===== src/rtl/mire_pkg.sv =====
// mire_pkg: shared types and constants for the test-pattern (mire) sequencer
// and the background generators it drives.
//   mire_state_t : sequencer operating mode (MANUAL, AUTO, FREEZE)
//   band_t       : colour band rotation, 0..NBANDS-1
//   pat_t        : pattern generator select, 0..NPAT-1
//   DEF_HACTIVE / DEF_VACTIVE : default active raster shared with the generators
package mire_pkg;

  typedef enum logic [1:0] {
    MANUAL = 2'd0,
    AUTO   = 2'd1,
    FREEZE = 2'd2
  } mire_state_t;

  localparam int NBANDS      = 6;
  localparam int DEF_HACTIVE = 800;
  localparam int DEF_VACTIVE = 600;

  typedef logic [2:0] band_t;
  typedef logic [1:0] pat_t;

  // Band rotation wraps after the last of the six bands.
  function automatic band_t next_band(input band_t b);
    return (b == band_t'(NBANDS - 1)) ? '0 : b + band_t'(1);
  endfunction

  // Pattern select wraps after the last populated generator.
  function automatic pat_t next_pat(input pat_t p, input int npat);
    return (p == pat_t'(npat - 1)) ? '0 : p + pat_t'(1);
  endfunction

endpackage


===== src/rtl/frame_edge.sv =====
// frame_edge: end-of-active-frame detector and frame counter.
//   clk, reset_n  : pixel clock, synchronous active-low reset
//   spotX, spotY  : signed raster position from the video timing block
//   eof_set       : combinational "first cycle at last active pixel"; the
//                   registers that must change together with eof use it
//   eof           : registered one-cycle pulse, end of active frame
//   frame_cnt     : frames since reset, wraps 65535 -> 0, steps with eof
module frame_edge
  import mire_pkg::*;
#(
  parameter int HACTIVE = DEF_HACTIVE,
  parameter int VACTIVE = DEF_VACTIVE
) (
  input  logic               clk,
  input  logic               reset_n,
  input  logic signed [10:0] spotX,
  input  logic signed [10:0] spotY,
  output logic               eof_set,
  output logic               eof,
  output logic [15:0]        frame_cnt
);

  localparam logic signed [10:0] X_LAST = 11'(HACTIVE - 1);
  localparam logic signed [10:0] Y_LAST = 11'(VACTIVE - 1);

  logic raw;
  logic raw_q;

  // Signed compare: blanking coordinates are negative and never match.
  assign raw = (spotX == X_LAST) && (spotY == Y_LAST);

  // Only the first cycle of a (possibly stalled) last-pixel position counts.
  assign eof_set = raw && !raw_q;

  always_ff @(posedge clk) begin
    if (!reset_n) begin
      raw_q     <= 1'b0;
      eof       <= 1'b0;
      frame_cnt <= '0;
    end else begin
      raw_q <= raw;
      eof   <= eof_set;
      if (eof_set) frame_cnt <= frame_cnt + 16'd1;
    end
  end

endmodule


===== src/rtl/mire_sequencer.sv =====
// mire_sequencer: frame-synchronous scheduler for the mire background
// generators. Selects the pattern generator and the rotation of its six
// colour bands, advancing every DWELL_FRAMES frames (auto) or once per
// manual step. All changes land on the end-of-frame edge only.
//   clk, reset_n     : pixel clock, synchronous active-low reset
//   spotX, spotY     : signed raster position
//   auto_en, freeze  : mode levels, freeze has highest priority
//   step             : single-cycle manual advance request
//   pattern_sel      : selected generator 0..NPAT-1
//   band_rot         : band rotation 0..5
//   eof, frame_cnt   : end-of-frame pulse and frame counter
//   busy_step        : a manual step is pending
//   mode             : current operating mode (observability)
//
// Step handshake: step is a one-cycle request with no ready; busy_step rises
// the cycle after the first request and falls on the eof edge that applies
// it. Further requests while busy_step=1 merge into the pending one; a request
// on the applying eof edge re-arms busy_step for the following frame.
module mire_sequencer
  import mire_pkg::*;
#(
  parameter int HACTIVE      = DEF_HACTIVE,
  parameter int VACTIVE      = DEF_VACTIVE,
  parameter int DWELL_FRAMES = 60,
  parameter int NPAT         = 4
) (
  input  logic               clk,
  input  logic               reset_n,
  input  logic signed [10:0] spotX,
  input  logic signed [10:0] spotY,
  input  logic               auto_en,
  input  logic               freeze,
  input  logic               step,
  output pat_t               pattern_sel,
  output band_t              band_rot,
  output logic               eof,
  output logic [15:0]        frame_cnt,
  output logic               busy_step,
  output mire_state_t        mode
);

  localparam int DWW = (DWELL_FRAMES > 1) ? $clog2(DWELL_FRAMES) : 1;
  localparam logic [DWW-1:0] DWELL_LAST = DWW'(DWELL_FRAMES - 1);

  logic eof_set;

  frame_edge #(
    .HACTIVE (HACTIVE),
    .VACTIVE (VACTIVE)
  ) u_frame_edge (
    .clk       (clk),
    .reset_n   (reset_n),
    .spotX     (spotX),
    .spotY     (spotY),
    .eof_set   (eof_set),
    .eof       (eof),
    .frame_cnt (frame_cnt)
  );

  mire_state_t    state_q, state_d;
  logic           busy_q, busy_d;
  logic [DWW-1:0] dwell_q, dwell_d;
  band_t          band_q, band_d;
  pat_t           pat_q, pat_d;
  logic           do_adv;

  always_ff @(posedge clk) begin
    if (!reset_n) begin
      state_q <= MANUAL;
      busy_q  <= 1'b0;
      dwell_q <= '0;
      band_q  <= '0;
      pat_q   <= '0;
    end else begin
      state_q <= state_d;
      busy_q  <= busy_d;
      dwell_q <= dwell_d;
      band_q  <= band_d;
      pat_q   <= pat_d;
    end
  end

  // Actions use the current (registered) mode, so a mode change that
  // coincides with eof is seen only from the next cycle on.
  always_comb begin
    state_d = freeze ? FREEZE : (auto_en ? AUTO : MANUAL);
    busy_d  = busy_q;
    dwell_d = dwell_q;
    band_d  = band_q;
    pat_d   = pat_q;
    do_adv  = 1'b0;

    unique case (state_q)
      MANUAL: begin
        if (eof_set && busy_q) begin
          do_adv = 1'b1;
          busy_d = step;
        end else if (step) begin
          busy_d = 1'b1;
        end
        if (state_d == AUTO) begin
          dwell_d = '0;
          busy_d  = 1'b0;
        end
      end
      AUTO: begin
        if (eof_set) begin
          if (dwell_q == DWELL_LAST) begin
            do_adv  = 1'b1;
            dwell_d = '0;
          end else begin
            dwell_d = dwell_q + DWW'(1);
          end
        end
      end
      default: ;
    endcase

    if (do_adv) begin
      band_d = next_band(band_q);
      if (band_q == band_t'(NBANDS - 1)) pat_d = next_pat(pat_q, NPAT);
    end
  end

  assign pattern_sel = pat_q;
  assign band_rot    = band_q;
  assign busy_step   = busy_q;
  assign mode        = state_q;

endmodule

===== config.mk =====
export PLATFORM = sky130hd
export DESIGN_NAME = mire_sequencer
export DESIGN_NICKNAME = d
export VERILOG_FILES = /design/src/rtl/mire_pkg.sv /design/src/rtl/frame_edge.sv /design/src/rtl/mire_sequencer.sv
export SDC_FILE = /design/constraint.sdc
export NUM_CORES = 1
export LEC_CHECK = 0
export ABC_AREA = 1
export BUFFER_PORTS_ARGS = -buffer_cell sky130_fd_sc_hd__buf_2
export CAP_MARGIN = 25
export CORE_ASPECT_RATIO = 0.6
export CORE_MARGIN = 3
export CORE_UTILIZATION = 52
export CTS_CLUSTER_SIZE = 28
export DETAILED_ROUTE_END_ITERATION = 10
export GPL_TIMING_DRIVEN = 0
export PLACE_DENSITY = 0.79
export SYNTH_ARGS = -nofsm -noshare
export SYNTH_HDL_FRONTEND = slang
export SYNTH_SLANG_ARGS = --single-unit

===== constraint.sdc =====
create_clock -name clk -period 1.6 [get_ports clk]
set_input_delay 0.32 -clock clk [delete_from_list [all_inputs] [get_ports clk]]
set_output_delay 0.32 -clock clk [all_outputs]
set_load 0.02 [all_outputs]

==> run metrics <==
outcome=complete, no violations; Post-Syn Area=1950 µm²; final worst-path cycle share=94.7%; DRT Wirelength=4760 µm; Final Max Slew Viols=0; Power Total=0.00173 W; H-tree levels=2; Mean Syn Cell Area=6.35 µm²; number of global-route vias before repair=1768; IO Count=52; Inst Count DP=404; Syn Inst Count=308; Antenna Nets Post-Route=0; CTS Buf Count=5; synth-to-layout area growth=24.1%; Critical Path Fanout Max=4; syn_nets=338; synth warn=0; CP arrival=1.75 ns; ant diodes=0; Final Skew=0.00555 ns; Max Cap Violations=0; nature of the critical path endpoint=flip-flop; grt total ovfl=0; core area=3420 µm²; Root Buffer=clkbuf_8; Critical Path RT=1.83 ns; Worst slew margin=68.2%; Post-CTS Hold Buffers=0; Die Ht=53.5 µm; Static Leak=1.10 nW; clock sinks=32; Seq cells post-synth=32; cell row count=16; area of the multi-input gates=1140 µm²; setup tns final=0 ns; area of the die=4550 µm²; Storage cell area=644 µm²; peak supply drop=0.655 mV; fmax=660 MHz; post-synth top area cell=dfxtp_1; Yosys cell types=28; share of cells above drive strength 1=24.3%; Final Non-Filler Cells=416; GPL Wtd Cong=0.930; Clock transition at path regs=0.07 ns; wire length per cell=11.5 µm; clk_lat worst skew=0.29 ns; dominant cells by area after synthesis=dfxtp_1, nand2_1, inv_1, nor2_1, nand3_1; commonest non-fill, non-tap cells in the layout=nand2_1, buf_2, inv_1; worst hold margin=0.230 ns; largest net degree at the start of global routing=12; total track usage=22.0%; routed vias=2084; Iteration-0 DRC Markers=111; Pre-antenna DRT Iters=4; min Tclk post-route=1.52 ns; Hold Crit Class=in -> reg; die width=85.1 µm; Slew @ Worst Pin=0.477 ns; Clock Tree Buf Depth=2; final hold violations=0; commonest non-fill, non-tap cell in the layout=nand2_1; register area share after synthesis=32.8%; DPL Wire Length=3630 µm; Filler Cells Inserted=310; DRC viols=0; CP Class=reg -> reg; first-pass GRT wire length=7880 µm; Power Density=712 nW/µm²; detail-routed via count per cell=5.01; initial antenna violation count=0; CTS tree=yes; Initial Util=57.1%; nets=400; top-area cell type share of the netlist area=32.8%; CP Launch Type=flip-flop; final setup fails=0; I/O Buffers=51
## cells in the mapped netlist
library cell,instances
a21oi_1,20
a21oi_2,1
a22oi_1,1
and2_1,1
and3_1,1
clkbuf_1,2
clkinv_1,2
dfxtp_1,32
ha_1,3
inv_1,44
inv_2,2
nand2_1,78
nand2_2,3
nand2_4,2
nand3_1,25
nand3_2,1
nand3b_1,2
nand4_1,9
nor2_1,38
nor2_2,8
nor2_4,3
nor3_1,12
nor3b_1,2
nor4_1,2
o21ai_0,4
or2_2,1
xnor2_1,2
xor2_1,7
## through the flow
step	setup WS (ns)	util, %	instance area (µm²)
floorplan	0.190	-	1950
global placement	0.0117	66.2	2270
detailed placement	0.00714	66.2	2270
CTS	0.0189	69.6	2380
global route	-0.0186	70.9	2430
finish	0.0843	70.9	2430
## metal layers
layer  global-route usage [%]  vias to the layer above  wire length [µm]
met3                     5.29                        5               294
met5                        0                        -                 0
li1                         -                     1107                 -
met2                     34.8                       58              1970
met4                     5.53                        0                30
met1                     30.3                      914              2470
## flip-flops by register name (all words and copies together), names as in the netlist
name,flops
u_frame_edge.eof,1
dwell_q,6
pattern_sel,2
u_frame_edge.raw_q,1
u_frame_edge.frame_cnt,16
busy_step,1
mode,2
band_rot,3
## critical path: stages (launching register included)
cell and delay [ns]:
dfxtp_2 0.35, ha_2 0.19, nand3b_1 0.12, nor2_4 0.16, nand2_1 0.07, nand2_2 0.11, inv_2 0.05, nor2_4 0.13
nand3_1 0.08, nand2_1 0.07, inv_1 0.04, nor2_2 0.07
## where the power goes
part	internal [W]	leakage (nW)	switching, W	total (W)
Sequential	0.000803	0.260	0.00000541	0.000808
Clock	0.000461	0.0541	0.000318	0.000779
Combinational	0.0000541	0.790	0.0000855	0.000140
Total	0.00132	1.10	0.000409	0.00173
## path summary, 6_finish.rpt
path / startpoint / endpoint / slack [ns] / cells past startpoint
setup / recovery: dwell_q[0] / band_rot[2] / 0.08 / 11
hold / removal: freeze / mode[0] / 0.23 / 2
setup reg to reg: dwell_q[0] / band_rot[2] / 0.08 / 11
hold reg to reg: u_frame_edge.frame_cnt[0] / u_frame_edge.frame_cnt[0] / 0.49 / 1
## cells by family after synthesis
logic type / synth area share (%)
AND/OR/NAND/NOR: 44.7
flip-flops: 32.8
buffers and inverters: 9.60
AO/OA/AOI/OAI: 6.98
adder cells (fa/ha/maj): 1.92
XOR/XNOR: 4.03
## final cells by class
class                           count  area share, %
Timing Repair Buffer               55           11.8
Inverter                           48           7.43
Clock buffer                        5           2.84
Tap cell                           45           2.32
Clock inverter                      3           1.75
Buffer                              2          0.309
Multi-Input combinational cell    226           47.0
Sequential cell                    32           26.6
## timing repair
action,in CTS,in global routing
gates cloned,0,0
resized for setup,1,6
setup endpoints to repair,1,7
buffers inserted,0,4
pin swaps,0,2
(Power assumes the default switching activity.)
